`src/rtl/fin_edge_meter.sv`:
```
// Counts synchronized rising edges of fin over a win_len-cycle window; result via valid/ready.
// Define FIN_BOTH_EDGE_EN to count both rising and falling edges.
module fin_edge_meter #(
   parameter int unsigned CNT_W       = 16,
   parameter int unsigned WIN_W       = 16,
   parameter int unsigned SYNC_STAGES = 2
) (
   input  logic             clk,
   input  logic             rst_n,
   input  logic             fin,
   input  logic [WIN_W-1:0] win_len,
   input  logic             start,
   output logic             busy,
   output logic [CNT_W-1:0] cnt_out,
   output logic             cnt_valid,
   input  logic             cnt_ready,
   output logic             overflow
);

   typedef enum logic [1:0] {
      ST_IDLE,
      ST_MEASURE,
      ST_HOLD
   } state_e;

   state_e                 state_q, state_d;
   logic [SYNC_STAGES-1:0] sync_q;
   logic                   fin_s;
   logic                   fin_d_q;
   logic                   edge_p;
   logic [WIN_W-1:0]       win_q, win_d;
   logic [CNT_W-1:0]       cnt_q, cnt_d;
   logic                   ovf_q, ovf_d;

   assign fin_s = sync_q[SYNC_STAGES-1];

`ifdef FIN_BOTH_EDGE_EN
   assign edge_p = fin_s ^ fin_d_q;
`else
   assign edge_p = fin_s & ~fin_d_q;
`endif

   // Synchronizer and edge history run in every state so a window starts with settled history.
   always_ff @(posedge clk or negedge rst_n) begin
      if (!rst_n) begin
         sync_q  <= '0;
         fin_d_q <= 1'b0;
      end else begin
         sync_q  <= {sync_q[SYNC_STAGES-2:0], fin};
         fin_d_q <= fin_s;
      end
   end

   always_ff @(posedge clk or negedge rst_n) begin
      if (!rst_n) begin
         state_q <= ST_IDLE;
         win_q   <= '0;
         cnt_q   <= '0;
         ovf_q   <= 1'b0;
      end else begin
         state_q <= state_d;
         win_q   <= win_d;
         cnt_q   <= cnt_d;
         ovf_q   <= ovf_d;
      end
   end

   always_comb begin
      state_d = state_q;
      win_d   = win_q;
      cnt_d   = cnt_q;
      ovf_d   = ovf_q;
      case (state_q)
         ST_IDLE: begin
            if (start) begin
               win_d   = win_len;
               cnt_d   = '0;
               ovf_d   = 1'b0;
               state_d = (win_len == '0) ? ST_HOLD : ST_MEASURE;
            end
         end
         ST_MEASURE: begin
            win_d = win_q - WIN_W'(1);
            if (edge_p) begin
               // Overflow marks an edge lost because the count was already full.
               if (&cnt_q) ovf_d = 1'b1;
               else        cnt_d = cnt_q + CNT_W'(1);
            end
            if (win_q == WIN_W'(1)) state_d = ST_HOLD;
         end
         ST_HOLD: begin
            if (cnt_ready) state_d = ST_IDLE;
         end
         default: state_d = ST_IDLE;
      endcase
   end

   assign busy      = (state_q != ST_IDLE);
   assign cnt_valid = (state_q == ST_HOLD);
   assign cnt_out   = cnt_q;
   assign overflow  = ovf_q;

endmodule

```
`config.mk`:
```
export PLATFORM = sky130hd
export DESIGN_NAME = fin_edge_meter
export DESIGN_NICKNAME = d
export VERILOG_FILES = /design/src/rtl/fin_edge_meter.sv
export SDC_FILE = /design/constraint.sdc
export NUM_CORES = 1
export LEC_CHECK = 0
export ABC_CLOCK_PERIOD_IN_PS = 2300
export CAP_MARGIN = 30
export CORE_UTILIZATION = 30
export DETAILED_ROUTE_END_ITERATION = 10
export PLACE_DENSITY = 0.53
export SYNTH_ARGS = -nofsm -noshare
export SYNTH_HDL_FRONTEND = slang
export SYNTH_SLANG_ARGS = --single-unit
```
`constraint.sdc`:
```
create_clock -name clk -period 2.3 [get_ports clk]
set_input_delay 0.345 -clock clk [delete_from_list [all_inputs] [get_ports clk]]
set_output_delay 0.345 -clock clk [all_outputs]
set_load 0.02 [all_outputs]
```
# After elaboration in Yosys (flattened, before gate mapping)

Cells that the tools add are included.

Input port bits: 21
Word-level logic and storage cells: 43
Flip-flop bits (word level): 38
Output and inout port bits: 19

Reduce and logical (&&, ||, !) cells: 9
Add/sub/neg operators: 2
Equality and inequality tests: 9
Muxes and demuxes: 15
Bitwise gates (word level): 2

Operator list:

| kind                  | number |
|---|---|
| $mux 16               | 4 |
| $pmux 16 s2           | 2 |
| $add 16x1->16 const B | 1 |
| $eq 16x1->1 const B   | 1 |
| $logic_not 16->1      | 1 |
| $reduce_and 16->1     | 1 |
| $sub 16x1->16 const B | 1 |
| $ne 2x2->1 const B    | 5 |
| $mux 2                | 4 |
| $reduce_and 4->1      | 2 |
| $pmux 2 s3            | 1 |
| $reduce_bool 2->1     | 2 |
| $mux 1                | 3 |
| $reduce_and 3->1      | 1 |
| $eq 2x1->1 const B    | 1 |
| $eq 2x2->1 const B    | 1 |
| $logic_not 2->1       | 1 |
| $ne 2x1->1 const B    | 1 |
| $pmux 1 s2            | 1 |
| $reduce_and 2->1      | 1 |
| $and 1x1->1           | 1 |
| $not 1->1             | 1 |

# Logic depth before layout (Yosys ltp)

Depth after elaboration: 4
Mapped depth: 7
Gate-level depth less buffers: 6

# Worst setup path after synthesis

OpenSTA, ideal clock, no wires.

Kind: register to register
Start point: reg cnt_q[0], in the netlist cnt_out[0]
End point: reg cnt_q[13], in the netlist cnt_out[13]
Arrival: 1.892 ns
Path buffers: 2
Setup slack: 0.330 ns
Stages on the path, launching flop included: 8
Required time: 2.222 ns
Setup time: 0.078 ns
Period minus slack after synthesis: 1.970 ns
Cells stage by stage: dfrtp_1 > ha_1 > and2_1 > clkbuf_1 > and4_4 > buf_6 > or4_1 > a21oi_1

Longest elaborated chain between the ends: 4
Elaborated cells on any way between the ends: 7
Classes of those cells: 1 x add/sub; 1 x eq/ne; 3 x mux; 2 x reduce/logical

Ends and longest elaborated chain:

| what                     | RTL line | RTL |
|---|---|---|
| start: declaration       | 32       | `logic [CNT_W-1:0] cnt_q, cnt_d;` |
| start signal: assignment | 63       | `cnt_q <= cnt_d;` |
| $add 16x1->16            | 87       | `else cnt_d = cnt_q + CNT_W'(1);` |
| $mux 16                  | 86       | `if (&cnt_q) ovf_d = 1'b1;` |
| $mux 16                  | 84       | `if (edge_p) begin` |
| $pmux 16 s2              | 73       | `case (state_q)` |

Parallel ways exist; a longest one is shown, timed or not. The select of a mux whose other input is x is not followed.
A chain may end at the register's enable or synchronous reset.

# Worst setup path after layout

Start point: reg state_q[0]
End point: out busy

Longest elaborated chain between the ends: 1

Ends and longest elaborated chain:

| what                     | RTL line | RTL |
|---|---|---|
| start: declaration       | 26       | `state_e state_q, state_d;` |
| start signal: assignment | 61       | `state_q <= state_d;` |
| $reduce_bool 2->1        | 98       | `assign busy = (state_q != ST_IDLE);` |
| end: declaration         | 13       | `output logic busy,` |

No other way between the ends.

==> flow_summary.ini <==
[outcome]
status = complete, no violations

[worst_hold_path]
hold_path.class = reg -> reg

[clock_network]
post_cts_resized = 0
clock_latency_ps = 290
clockBufferDepth = 2
cts_tree = yes
h-tree-depth = 2
cts_buffers = 5
clock-sinks = 38
clk_pin_slew_ps = 80
root_buffer = clkbuf_8

[worst_setup_path]
cp-end-kind = output pin
cp_max_fo = 11
worstPathArrival_ps = 1720
path_class = reg -> out
crit_path_start_kind = flip-flop
required_ps = 1960

[logic_synthesis]
ys_async_sr_fraction_pct = 100
netlist_area_sq_um = 2400
synth_area_per_cell_sq_um = 9.04
yosysWarningCount = 0
ys.flop_type = dfrtp_1
syn_nets = 290
syn_inst = 266
synth-seq-area-share_pct = 39.5
synthDistinctLibCells = 55
synth_edf_count = 0
synth-seq-cells = 38

[finish]
diodes = 0
areaGrowthSynthToFinish_pct = 26.6
final-seq-area_sq_um = 951
multi_input_area_sq_um = 1340
drive_gt1_share_pct = 13.6
fillers = 769
nets = 332
layout_common_cells = 38 x dfrtp_1, 38 x clkdlybuf4s50_1, 22 x a21oi_1, 19 x nand2_1
final_area_sq_um = 3040

[pwr]
ir_drop_mv = 0.446
seq_power_share_pct = 38.2
p_clk_share_pct = 18.7
pwr-share-comb_pct = 43.1
p_leak_nw = 1.15
switching_share_pct = 41.4
p_int_mw = 1.76
switching_power_mw = 1.24
power_density_nw_per_um2 = 988

[sta]
rsz0062_at_grt = false
finalClockSkew_ps = 5.63
tightest_slew_ps = 495
post-route-min-period_ps = 2070
finalHoldViolCount = 0
drv_slew = 0
fmax_mhz = 484
setup_tns_ps = 0
final-setup-viol-count = 0
post-route-period-util_pct = 89.8
slew_headroom_pct = 66.9

[global_route]
grt_overflow_total = 0
grt.total_usage_pct = 16.9
grt_pass1_wl_um = 11100
grt_pass1_vias = 2144
antenna_found_initial = 0
grt_max_degree = 17

[route]
drc_errors = 0
drt_iter0_drc = 70
postRouteAntennaNets = 0
wl_um = 6610
vias = 2288
avgRoutedWirePerCell_um = 16.1
viasPerCell = 5.57
first_pass_iters = 4

[die]
initial_core_util_pct = 31.1
fp.dieH_um = 91.5
num_rows = 32
die_w_um = 91.5
io_pins = 40
coreArea_sq_um = 7730
die-area_sq_um = 8380

[placed_design]
port_buffers = 39
dpl_cell_area_sq_um = 2930
dp_hpwl_um = 4970
place_congestion = 0.805

[flow_run]
cap_violations = 0
cells by family (layout without fill, tap and decap cells):
group / count (synthesis) / in the layout / synth area share (%)
compound gates: 84 / 84 / 23.7
xor+xnor: 2 / 2 / 0.729
fa+ha+maj: 3 / 3 / 1.56
buf+inv: 24 / 67 / 4.89
flops: 38 / 38 / 39.5
mux: 8 / 8 / 3.33
simple gates: 107 / 107 / 26.3
Yosys cell counts (2+ instances only):
master,count,area share [%]
o21a_1,2,0.62
and2_1,4,1.0
nand3_1,11,2.3
or4_1,5,1.6
o22ai_1,7,1.8
ha_1,3,1.6
clkbuf_1,11,1.7
or3_1,3,0.78
and3_1,3,0.78
dfrtp_1,38,40
buf_1,2,0.31
nand2_1,19,3.0
inv_1,4,0.62
or2_2,8,2.1
a211oi_1,7,2.2
o31ai_1,9,2.8
nor4_1,11,2.9
nand4_1,6,1.6
buf_2,4,0.83
xor2_1,2,0.73
o21ai_0,12,2.5
buf_6,3,1.4
o32ai_1,2,0.73
nor2b_1,2,0.52
and4_1,3,1.1
o211ai_1,3,0.94
a21oi_1,22,4.6
nor3_1,6,1.2
mux2i_1,8,3.3
nor2_1,15,2.3
a31oi_1,2,0.52
o22a_1,5,1.8
a311oi_1,2,0.73
path summary, 6_finish.rpt:
kind                                        start                endpoint  slack, ps  cells after the start
hold reg to reg               sync_q[0]$_DFF_PN0_     sync_q[1]$_DFF_PN0_        350                      0
setup reg to reg             win_q[0]$_DFFE_PN0P_    win_q[6]$_DFFE_PN0P_        410                      6
hold / removal                sync_q[0]$_DFF_PN0_     sync_q[1]$_DFF_PN0_        350                      0
max in group asynchronous                   rst_n  cnt_out[9]$_DFFE_PN0P_       1330                      3
min in group asynchronous                   rst_n    win_q[4]$_DFFE_PN0P_        470                      2
setup / recovery           state_q[0]$_DFFE_PN0P_                    busy        230                      2
flip-flops by register name, indices dropped and copies added (netlist names):
signal	cells
sync_q	2
overflow	1
cnt_out	16
state_q	2
fin_d_q	1
win_q	16
power groups by stage:
stage	logic [mW]	clock network [mW]	registers (mW)
final	1.30	0.564	1.15
after global routing	1.44	0.621	1.18
after CTS	1.30	0.588	1.14
after detailed placement	1.30	0	1.15
after global placement	1.29	0	1.15
after floorplan	0.980	0	1.01
critical path: stages, from the launching register on:
cell,delay (ps)
dfrtp_1,510
or2_2,370
clkdlybuf4s50_1,540
layout make-up:
type                    instances  area share (%)
repair buffers                 55            16.7
multi-input cells             204            43.9
inverters                       4           0.493
well taps                     102            4.19
clock inverters                 1           0.986
flip-flops and latches         38            31.2
clock buffers                   7            2.51
layer usage:
metal / track usage (%) / vias to the layer above / wire, um
met2: 26.6 / 69 / 3080
met5: 0 / - / 0
met3: 3.60 / 6 / 310
met4: 5.69 / 0 / 66
li1: - / 1106 / -
met1: 22.9 / 1107 / 3150
metrics by stage:
stage / util [%] / std cells / total power, mW / hold slack (ps) / worst slack, ps
finish: 39.4 / 411 / 3.01 / 351 / 234
global route: 39.4 / 411 / 3.24 / 356 / 170
CTS: 39.4 / 411 / 3.03 / 355 / 214
detailed placement: 37.9 / 402 / 2.45 / 256 / 224
global placement: 37.9 / 402 / 2.44 / 266 / 274
floorplan: - / 266 / 1.99 / 49.4 / 330
what timing repair did:
| action | CTS | global route |
|---|---|---|
| hold buffers | 1 | 0 |
| endpoints found under the hold margin | 11 | 0 |
| setup buffers | 0 | 0 |
Power figures use the tool's default switching activity.
